File: src/rtl/sccb_pkg.sv
// Shared definitions for the SCCB target: FSM state encoding, byte framing and line-drive constants.
package sccb_pkg;

  typedef enum logic [3:0] {
    ST_IDLE,
    ST_ID,
    ST_ID_ACK,
    ST_SUB,
    ST_SUB_ACK,
    ST_DATA,
    ST_DATA_ACK,
    ST_RD_DATA,
    ST_RD_NA,
    ST_WAIT_STOP
  } sccb_state_e;

  localparam int SCCB_BITS_PER_BYTE = 8;

  // siod_oe values: asserting pulls the open-drain line low
  localparam logic LINE_ACK  = 1'b1;
  localparam logic LINE_NACK = 1'b0;

  localparam logic [7:0] SCCB_DEVICE_ID_DEFAULT = 8'h42;

endpackage

File: src/rtl/sccb_line_sync.sv
// Synchronizes SIOC/SIOD into the clk domain and produces registered
// SIOC edge and START/STOP condition pulses plus the aligned SIOD level.
module sccb_line_sync #(
  parameter int SYNC_STAGES = 2
) (
  input  logic clk_i,
  input  logic rst_ni,
  input  logic sioc_i,
  input  logic siod_i,
  output logic siod_o,
  output logic sioc_rise_o,
  output logic sioc_fall_o,
  output logic start_o,
  output logic stop_o
);

  logic [SYNC_STAGES-1:0] sioc_sync_q;
  logic [SYNC_STAGES-1:0] siod_sync_q;
  logic sioc_prev_q, siod_prev_q;
  logic sioc_s, siod_s;

  assign sioc_s = sioc_sync_q[SYNC_STAGES-1];
  assign siod_s = siod_sync_q[SYNC_STAGES-1];

  // Idle bus is pulled high, so reset to 1 to avoid a phantom edge after reset
  always_ff @(posedge clk_i or negedge rst_ni) begin
    if (!rst_ni) begin
      sioc_sync_q <= '1;
      siod_sync_q <= '1;
      sioc_prev_q <= 1'b1;
      siod_prev_q <= 1'b1;
      sioc_rise_o <= 1'b0;
      sioc_fall_o <= 1'b0;
      start_o     <= 1'b0;
      stop_o      <= 1'b0;
    end else begin
      sioc_sync_q <= {sioc_sync_q[SYNC_STAGES-2:0], sioc_i};
      siod_sync_q <= {siod_sync_q[SYNC_STAGES-2:0], siod_i};
      sioc_prev_q <= sioc_s;
      siod_prev_q <= siod_s;
      sioc_rise_o <= sioc_s & ~sioc_prev_q;
      sioc_fall_o <= ~sioc_s & sioc_prev_q;
      start_o     <= ~siod_s & siod_prev_q & sioc_s & sioc_prev_q;
      stop_o      <= siod_s & ~siod_prev_q & sioc_s & sioc_prev_q;
    end
  end

  assign siod_o = siod_prev_q;

endmodule

File: src/rtl/sccb_target.sv
// SCCB target emulating the OV7670 register port with a 256x8 register image.
// Define SCCB_TARGET_READ_EN to enable 2-phase read (RD_DATA/RD_NA); otherwise reads are NACKed.
module sccb_target
  import sccb_pkg::*;
#(
  parameter logic [7:0] DEVICE_ID   = SCCB_DEVICE_ID_DEFAULT,
  parameter int         SYNC_STAGES = 2
) (
  input  logic       clk,
  input  logic       rst_n,
  input  logic       sioc_in,
  input  logic       siod_in,
  output logic       siod_oe,
  output logic       reg_wr_valid,
  output logic [7:0] reg_wr_addr,
  output logic [7:0] reg_wr_data,
  output logic       busy,
  input  logic [7:0] dbg_addr,
  output logic [7:0] dbg_data
);

  sccb_state_e state_q, state_d;
  logic [2:0]  bit_cnt_q, bit_cnt_d;
  logic [7:0]  shift_q, shift_d;
  logic [7:0]  ptr_q, ptr_d;
  logic        oe_q, oe_d;
  logic        wr_en;
  logic [7:0]  regs_q [256];
  logic        siod_s, sioc_rise, sioc_fall, start, stop;
  logic        last_bit;
  logic        id_ok;

  sccb_line_sync #(.SYNC_STAGES(SYNC_STAGES)) u_sync (
    .clk_i       (clk),
    .rst_ni      (rst_n),
    .sioc_i      (sioc_in),
    .siod_i      (siod_in),
    .siod_o      (siod_s),
    .sioc_rise_o (sioc_rise),
    .sioc_fall_o (sioc_fall),
    .start_o     (start),
    .stop_o      (stop)
  );

  assign last_bit = (bit_cnt_q == 3'(SCCB_BITS_PER_BYTE - 1));

`ifdef SCCB_TARGET_READ_EN
  assign id_ok = (shift_d[7:1] == DEVICE_ID[7:1]);
`else
  assign id_ok = (shift_d[7:1] == DEVICE_ID[7:1]) && !shift_d[0];
`endif

  always_comb begin
    state_d   = state_q;
    bit_cnt_d = bit_cnt_q;
    shift_d   = shift_q;
    ptr_d     = ptr_q;
    oe_d      = oe_q;
    wr_en     = 1'b0;
    if (start) begin
      state_d   = ST_ID;
      bit_cnt_d = '0;
      oe_d      = LINE_NACK;
    end else if (stop) begin
      state_d   = ST_IDLE;
      bit_cnt_d = '0;
      oe_d      = LINE_NACK;
    end else begin
      case (state_q)
        ST_ID, ST_SUB, ST_DATA: begin
          if (sioc_rise) begin
            shift_d   = {shift_q[6:0], siod_s};
            bit_cnt_d = bit_cnt_q + 3'd1;
            if (last_bit) begin
              case (state_q)
                ST_ID:   state_d = id_ok ? ST_ID_ACK : ST_WAIT_STOP;
                ST_SUB: begin
                  ptr_d   = shift_d;
                  state_d = ST_SUB_ACK;
                end
                default: state_d = ST_DATA_ACK;
              endcase
            end
          end
        end
        // First SIOC fall after bit 8 starts the ACK drive, the next one ends it
        ST_ID_ACK, ST_SUB_ACK, ST_DATA_ACK: begin
          if (sioc_fall) begin
            if (!oe_q) begin
              oe_d = LINE_ACK;
            end else begin
              oe_d = LINE_NACK;
              case (state_q)
                ST_ID_ACK: begin
                  state_d = ST_SUB;
`ifdef SCCB_TARGET_READ_EN
                  if (shift_q[0]) begin
                    state_d   = ST_RD_DATA;
                    shift_d   = regs_q[ptr_q];
                    bit_cnt_d = '0;
                    oe_d      = ~shift_d[7];
                  end
`endif
                end
                ST_SUB_ACK: state_d = ST_DATA;
                default: begin
                  state_d = ST_WAIT_STOP;
                  wr_en   = 1'b1;
                end
              endcase
            end
          end
        end
`ifdef SCCB_TARGET_READ_EN
        ST_RD_DATA: begin
          if (sioc_fall) begin
            if (last_bit) begin
              oe_d      = LINE_NACK;
              bit_cnt_d = '0;
              state_d   = ST_RD_NA;
            end else begin
              bit_cnt_d = bit_cnt_q + 3'd1;
              shift_d   = {shift_q[6:0], 1'b0};
              oe_d      = ~shift_d[7];
            end
          end
        end
        ST_RD_NA: begin
          if (sioc_rise) state_d = ST_WAIT_STOP;
        end
`endif
        default: ;
      endcase
    end
  end

  always_ff @(posedge clk or negedge rst_n) begin
    if (!rst_n) begin
      state_q      <= ST_IDLE;
      bit_cnt_q    <= '0;
      shift_q      <= '0;
      ptr_q        <= '0;
      oe_q         <= LINE_NACK;
      reg_wr_valid <= 1'b0;
      reg_wr_addr  <= '0;
      reg_wr_data  <= '0;
    end else begin
      state_q      <= state_d;
      bit_cnt_q    <= bit_cnt_d;
      shift_q      <= shift_d;
      ptr_q        <= ptr_d;
      oe_q         <= oe_d;
      reg_wr_valid <= wr_en;
      if (wr_en) begin
        reg_wr_addr <= ptr_q;
        reg_wr_data <= shift_q;
      end
    end
  end

  always_ff @(posedge clk or negedge rst_n) begin
    if (!rst_n) begin
      for (int i = 0; i < 256; i++) regs_q[i] <= '0;
    end else if (wr_en) begin
      regs_q[ptr_q] <= shift_q;
    end
  end

  // START/STOP must release the line in the same cycle they are detected
  assign siod_oe  = oe_q & ~start & ~stop;
  assign busy     = (state_q != ST_IDLE);
  assign dbg_data = regs_q[dbg_addr];

endmodule

File: config.mk
export PLATFORM = sky130hd
export DESIGN_NAME = sccb_target
export DESIGN_NICKNAME = d
export VERILOG_FILES = /design/src/rtl/sccb_pkg.sv /design/src/rtl/sccb_line_sync.sv /design/src/rtl/sccb_target.sv
export SDC_FILE = /design/constraint.sdc
export NUM_CORES = 2
export LEC_CHECK = 0
export ABC_AREA = 0
export CORE_ASPECT_RATIO = 0.9
export CORE_MARGIN = 3
export CORE_UTILIZATION = 35
export DETAILED_ROUTE_END_ITERATION = 8
export PLACE_DENSITY = 0.56
export SLEW_MARGIN = 40
export SYNTH_ARGS = -nofsm -noshare
export SYNTH_HDL_FRONTEND = slang
export SYNTH_HIERARCHICAL = 1
export SYNTH_SLANG_ARGS = --single-unit
export TNS_END_PERCENT = 1
File: constraint.sdc
create_clock -name clk -period 6.5 [get_ports clk]
set_clock_uncertainty 0.1 [all_clocks]
set_input_delay 1.3 -clock clk [delete_from_list [all_inputs] [get_ports clk]]
set_output_delay 1.3 -clock clk [all_outputs]
set_load 0.05 [all_outputs]
After elaboration in Yosys (flattened, before gate mapping)

Cells that the tools add are included.

Bits in registers: 2099
Bits of input ports: 12
Output and inout port bits: 27
Word-level logic and storage cells: 357

Add/sub/neg operators: 1
$lt $le $gt $ge: 3
Equality and inequality tests: 12
Mux-type cells: 35
Bitwise operators: 18
Reduce and logical (&&, ||, !) cells: 16

Operators by type and width:

| kind                 | number |
|---|---|
| $bwmux W2048         | 1 |
| $bmux W8 S8          | 1 |
| $demux W8 S8         | 1 |
| $mux W8              | 7 |
| $mux W4              | 7 |
| $pmux W4 S2          | 3 |
| $ge A9 B9 Y1 const B | 2 |
| $not A8 Y9           | 2 |
| $eq A4 B3 Y1 const B | 3 |
| $mux W3              | 4 |
| $reduce_bool A3 Y1   | 4 |
| $mux W1              | 11 |
| $and A1 B1 Y1        | 10 |
| $lt A9 B1 Y1 const B | 1 |
| $eq A4 B2 Y1 const B | 2 |
| $ne A4 B1 Y1 const B | 2 |
| $ne A4 B2 Y1 const B | 2 |
| $reduce_bool A4 Y1   | 2 |
| $eq A7 B6 Y1 const B | 1 |
| $not A1 Y1           | 6 |
| $reduce_and A6 Y1    | 1 |
| $reduce_or A3 Y1     | 2 |
| $reduce_and A5 Y1    | 1 |
| $eq A4 B1 Y1 const B | 1 |
| other kinds (6)      | 8 |

Longest topological paths before layout

Depth after elaboration: 14
Mapped depth: 13
Depth with buffers taken out: 7

Cells and area by module

The synthesis kept the hierarchy.

By module, submodules not included:

| module         | instances | cells an instance | area an instance (um^2) | sequential area each (um^2) |
|---|---|---|---|---|
| sccb_target    | 1         | 6367              | 99893.3                 | 52275.1 |
| sccb_line_sync | 1         | 14                | 290.3                   | 257.7 |

Worst setup path before layout

No wires, ideal clock.

Kind: input-to-output
From: input dbg_addr[0]
To: output dbg_data[6]
Data arrival time: 4.742 ns
Data required time: 5.100 ns
Slack: 0.358 ns
Stages on the path: 11
Buffers on the path: 7
Cell sequence: buf_2 -> buf_4 -> buf_4 -> buf_4 -> buf_4 -> buf_4 -> buf_4 -> mux2i_1 -> o311ai_0 -> a211oi_1 -> nor4_1

Word-level cells in the longest chain between the ends: 4

Ends and longest elaborated chain:

| item                                        | RTL line           | text |
|---|---|---|
| from (decl)                                 | sccb_target.sv:18  | `input logic [7:0] dbg_addr,` |
| $not A8 Y9 (not written as such)            | sccb_target.sv:172 | `assign dbg_data = regs_q[dbg_addr];` |
| $bmux W8 S8                                 | sccb_target.sv:172 |  |
| $mux W8 (not written as such) (2 in series) | sccb_target.sv:172 |  |
| to (decl)                                   | sccb_target.sv:19  | `output logic [7:0] dbg_data` |

Every way passes these cells. The select of a mux whose other input is x is not followed.

Worst setup path in the final report

From: input dbg_addr[0]
To: output dbg_data[3]

The elaborated chain is that of the path after synthesis.

==> impl_summary.log <==
[metrics] result of the run: completed
[metrics] post-CTS setup repair buffer count: 0
[metrics] Worst EP required: 5.10 ns
[metrics] post-route worst setup slack: 0.167 ns
[metrics] worst hold-check path type: flop to flop
[metrics] total power density per cell area: 258 nW/um^2
[metrics] FFs w/ async S/R, synth: 1.00
[metrics] antenna violations before repair: 12
[metrics] buffers added on ports: 38
[metrics] LEAKAGE: 53.5 nW
[metrics] Relative slew margins: 0.399
[metrics] site row count: 185
[metrics] sink of the worst hold path: u_sync/siod_sync_q[1]
[metrics] buffer type at the clock tree root: sky130_fd_sc_hd__clkbuf_16
[metrics] Max-Cap Viols: 0
[metrics] Setup WS pre-CTS: 0.184 ns
[metrics] prevailing post-synth register cell: sky130_fd_sc_hd__dfrtp_1
[metrics] post-route fraction of the period consumed by the critical path: 0.974
[metrics] vertical die dimension: 514 um
[metrics] count of unresolved DRC violations after routing: 0
[metrics] number of nets with antenna violations after routing: 0
[metrics] pin count of the biggest net entering global routing: 170
[metrics] Syn-to-layout area delta: 13.7%
[metrics] hold path startpoint: u_sync/siod_sync_q[0]
[metrics] clock slew at reported path FFs: 0.06 ns
[metrics] setup violation total in the final timing report: 0
[metrics] actual transition at the worst max-transition pin: 0.901 ns
[metrics] total length of routed wires: 293000 um
[metrics] Hold Buf Count CTS: 0
[metrics] maximum root-to-sink buffer count: 4
[metrics] most frequent cell after synthesis: sky130_fd_sc_hd__dfrtp_1
[metrics] CTS H-tree depth: 4
[metrics] crit-path cells: buf_8 > buf_12 > buf_4 > mux2i_1 > o22ai_1 > nor3_1 > a31oi_1 > a22o_1 > a211oi_1 > nor4_2 > buf_4 > buf_4
[metrics] post-route design area: 114000 sq um
[metrics] number of enable-type register cells in the synthesized netlist: 0
[metrics] TritonCTS clock tree: yes
[metrics] number of clock sinks: 2099
[metrics] Pre-Repair DR Iteration Count: 5
[metrics] Yosys warnings: 6
[metrics] detail-routed via count per cell: 5.60
[metrics] Post-Syn Nets: 6395
[metrics] latest clock arrival within the worst-skew pair: 0.87 ns
[metrics] post-layout instance count excluding filler cells: 10300
[metrics] first-pass GRT wire length: 437000 um
[metrics] post-synthesis sequential area ratio: 0.524
[metrics] post-synthesis register bit count: 2099
[metrics] number of placed I/O pins: 39
[metrics] Mean Syn Cell Area: 15.7 sq um
[metrics] register-to-register path setup slack: 2.23 ns
[metrics] layout cells sized above 1: 0.526
[metrics] total via count in the routed design: 57800
[metrics] gr ovfl total: 0
[metrics] Tmin final: 6.33 ns
[metrics] placeable core region: 284000 sq um
[metrics] die width: 570 um
[metrics] maximum ir drop on the vdd rail: 320 uV
[metrics] fin nets: 6413
[metrics] DRT iter0 DRCs: 3737
[metrics] critical-path maximum fanout: 25
[metrics] setup repair after global routing missed its margin: no
[metrics] Critical Path Most Common Cell: sky130_fd_sc_hd__buf_4
[metrics] number of CTS-inserted buffers: 220
[metrics] initial core utilization: 0.353
[metrics] startpoint of the lowest-slack register-to-register path: state_q[3]
[metrics] fin. max-slew vios: 0
[metrics] reg2reg path depth: 9
[metrics] total cell area at the placement stage: 106000 sq um
[metrics] global router's overall resource usage: 0.199
[metrics] cell class contributing the biggest share of worst-path delay: buffers and inverters
[metrics] portion of synthesized cell area occupied by the leading cell type: 0.523
[metrics] top cell types by occurrence after synthesis: sky130_fd_sc_hd__dfrtp_1 (2093), sky130_fd_sc_hd__mux2_2 (2033), sky130_fd_sc_hd__mux4_2 (443), sky130_fd_sc_hd__clkbuf_1 (338), sky130_fd_sc_hd__nor4_4 (256)
[metrics] number of cells on the worst hold path: 0
[metrics] instance count of the mapped netlist: 6381
[metrics] crit path max-delay cell type: sky130_fd_sc_hd__nor4_2
[metrics] number of instances resized during post-cts repair: 0
[metrics] WS Path Type: input pin to primary output
[metrics] maximum clock frequency: 158 MHz
[metrics] startpoint kind of the worst setup timing path: input pin
[metrics] via count of the first global-routing pass: 60800
[metrics] post-synthesis cell type count: 66
[metrics] gpl congestion: 0.819
[metrics] area of the mapped netlist: 100000 sq um
[metrics] crit path DAT: 4.93 ns
[metrics] hold violation count in the final report: 0
[metrics] Placed Cells: 9904
[metrics] area leader, netlist: sky130_fd_sc_hd__dfrtp_1
[metrics] leading post-synthesis cells by cell area: sky130_fd_sc_hd__dfrtp_1 (52%), sky130_fd_sc_hd__mux2_2 (23%), sky130_fd_sc_hd__mux4_2 (10%)
[metrics] Critical R2R Capture: regs_q[1298]
[metrics] Die Footprint: 293000 sq um
[metrics] detailed placer's ending HPWL: 187000 um
[metrics] CP Capture Type: primary output
[metrics] Critical path buffers and inverters: 5
[metrics] Largest stage delay, worst path: 0.64 ns
[metrics] Routed wire per std cell: 28.4 um
worst reg2reg max path, delay by kind of cell, from the launching register on:
family / cells / cell delay, ns
flops: 1 / 0.45
mux: 1 / 0.41
buf+inv: 3 / 1.05
simple gates: 5 / 2.14
cells in the final DEF, fill, tap and decap left out, types with 33 or more instances in the layout:
master,n
sky130_fd_sc_hd__dfrtp_1,2085
sky130_fd_sc_hd__clkbuf_1,61
sky130_fd_sc_hd__o221ai_1,63
sky130_fd_sc_hd__buf_12,67
sky130_fd_sc_hd__a21oi_1,67
sky130_fd_sc_hd__clkbuf_8,45
sky130_fd_sc_hd__clkbuf_16,220
sky130_fd_sc_hd__mux2i_1,240
sky130_fd_sc_hd__nand3_1,33
sky130_fd_sc_hd__buf_4,200
sky130_fd_sc_hd__mux4_2,443
sky130_fd_sc_hd__mux2_2,2033
sky130_fd_sc_hd__o21ai_0,42
sky130_fd_sc_hd__clkinv_2,38
sky130_fd_sc_hd__o22ai_1,67
sky130_fd_sc_hd__nor4_4,256
sky130_fd_sc_hd__nor2_1,49
sky130_fd_sc_hd__nand2_1,175
routing by layer:
| metal | track usage | wire length (um) |
|---|---|---|
| met1 | 0.290 | 136000 |
| met2 | 0.310 | 136000 |
| met3 | 0.0287 | 12700 |
| met4 | 0.0537 | 8180 |
| met5 | 0 | 0 |
cells by family (layout without fill, tap and decap cells):
kind of cell             count (synthesis)  after routing  share of synthesized area
adder cells (fa/ha/maj)                  2              2                   0.000250
AND/OR/NAND/NOR                        646            646                     0.0724
flip-flops                            2099           2099                      0.524
buffers and inverters                  547            733                     0.0235
other                                    0              4                          0
multiplexers                          2751           2751                      0.357
AO/OA/AOI/OAI                          333            333                     0.0226
XOR/XNOR                                 3              3                   0.000262
state kept, by name (all words and copies together), names as in the netlist, 2 cells and up:
register	cells
u_sync/siod_sync_q	2
bit_cnt_q	3
reg_wr_data	8
reg_wr_addr	8
u_sync/sioc_sync_q	2
ptr_q	8
shift_q	8
state_q	4
regs_q	2048
final cells by class:
cell class | count | area (sq um)
antenna | 4 | 10.0
clock buffer | 326 | 6350
clock inverter | 64 | 847
fill | 25600 | 170000
inverter | 4 | 20.0
multi-input combinational | 3735 | 45500
sequential | 2099 | 52600
tap | 3740 | 4680
timing repair buffer | 339 | 3890
worst max path at each step:
stage	startpoint	to	depth (start not counted)
2_1_floorplan	dbg_addr[0]	dbg_data[6]	11
3_3_place_gp	dbg_addr[1]	dbg_data[4]	11
3_5_place_dp	dbg_addr[0]	dbg_data[3]	12
4_1_cts	dbg_addr[0]	dbg_data[3]	12
5_1_grt	dbg_addr[0]	dbg_data[3]	12
6_report	dbg_addr[0]	dbg_data[3]	12
report_power, final:
group	total, mW	internal [mW]	switching [mW]
Sequential	13.4	13.1	0.283
Combinational	3.16	0.673	2.49
Clock	12.8	7.41	5.38
Total	29.4	21.2	8.15
per-stage QoR:
| step | TNS (ns) | hold WS (ns) | utilization | power (mW) |
|---|---|---|---|---|
| final | 0 | 0.254 | 0.402 | 29.4 |
| after global routing | 0 | 0.256 | 0.402 | 30.4 |
| after CTS | 0 | 0.255 | 0.401 | 29.6 |
| after detailed placement | 0 | 0.248 | 0.376 | 16.8 |
| after global placement | -0.428 | 0.251 | 0.373 | 16.6 |
| after floorplan | 0 | 0.245 | - | 15.1 |
(Power assumes the default switching activity.)
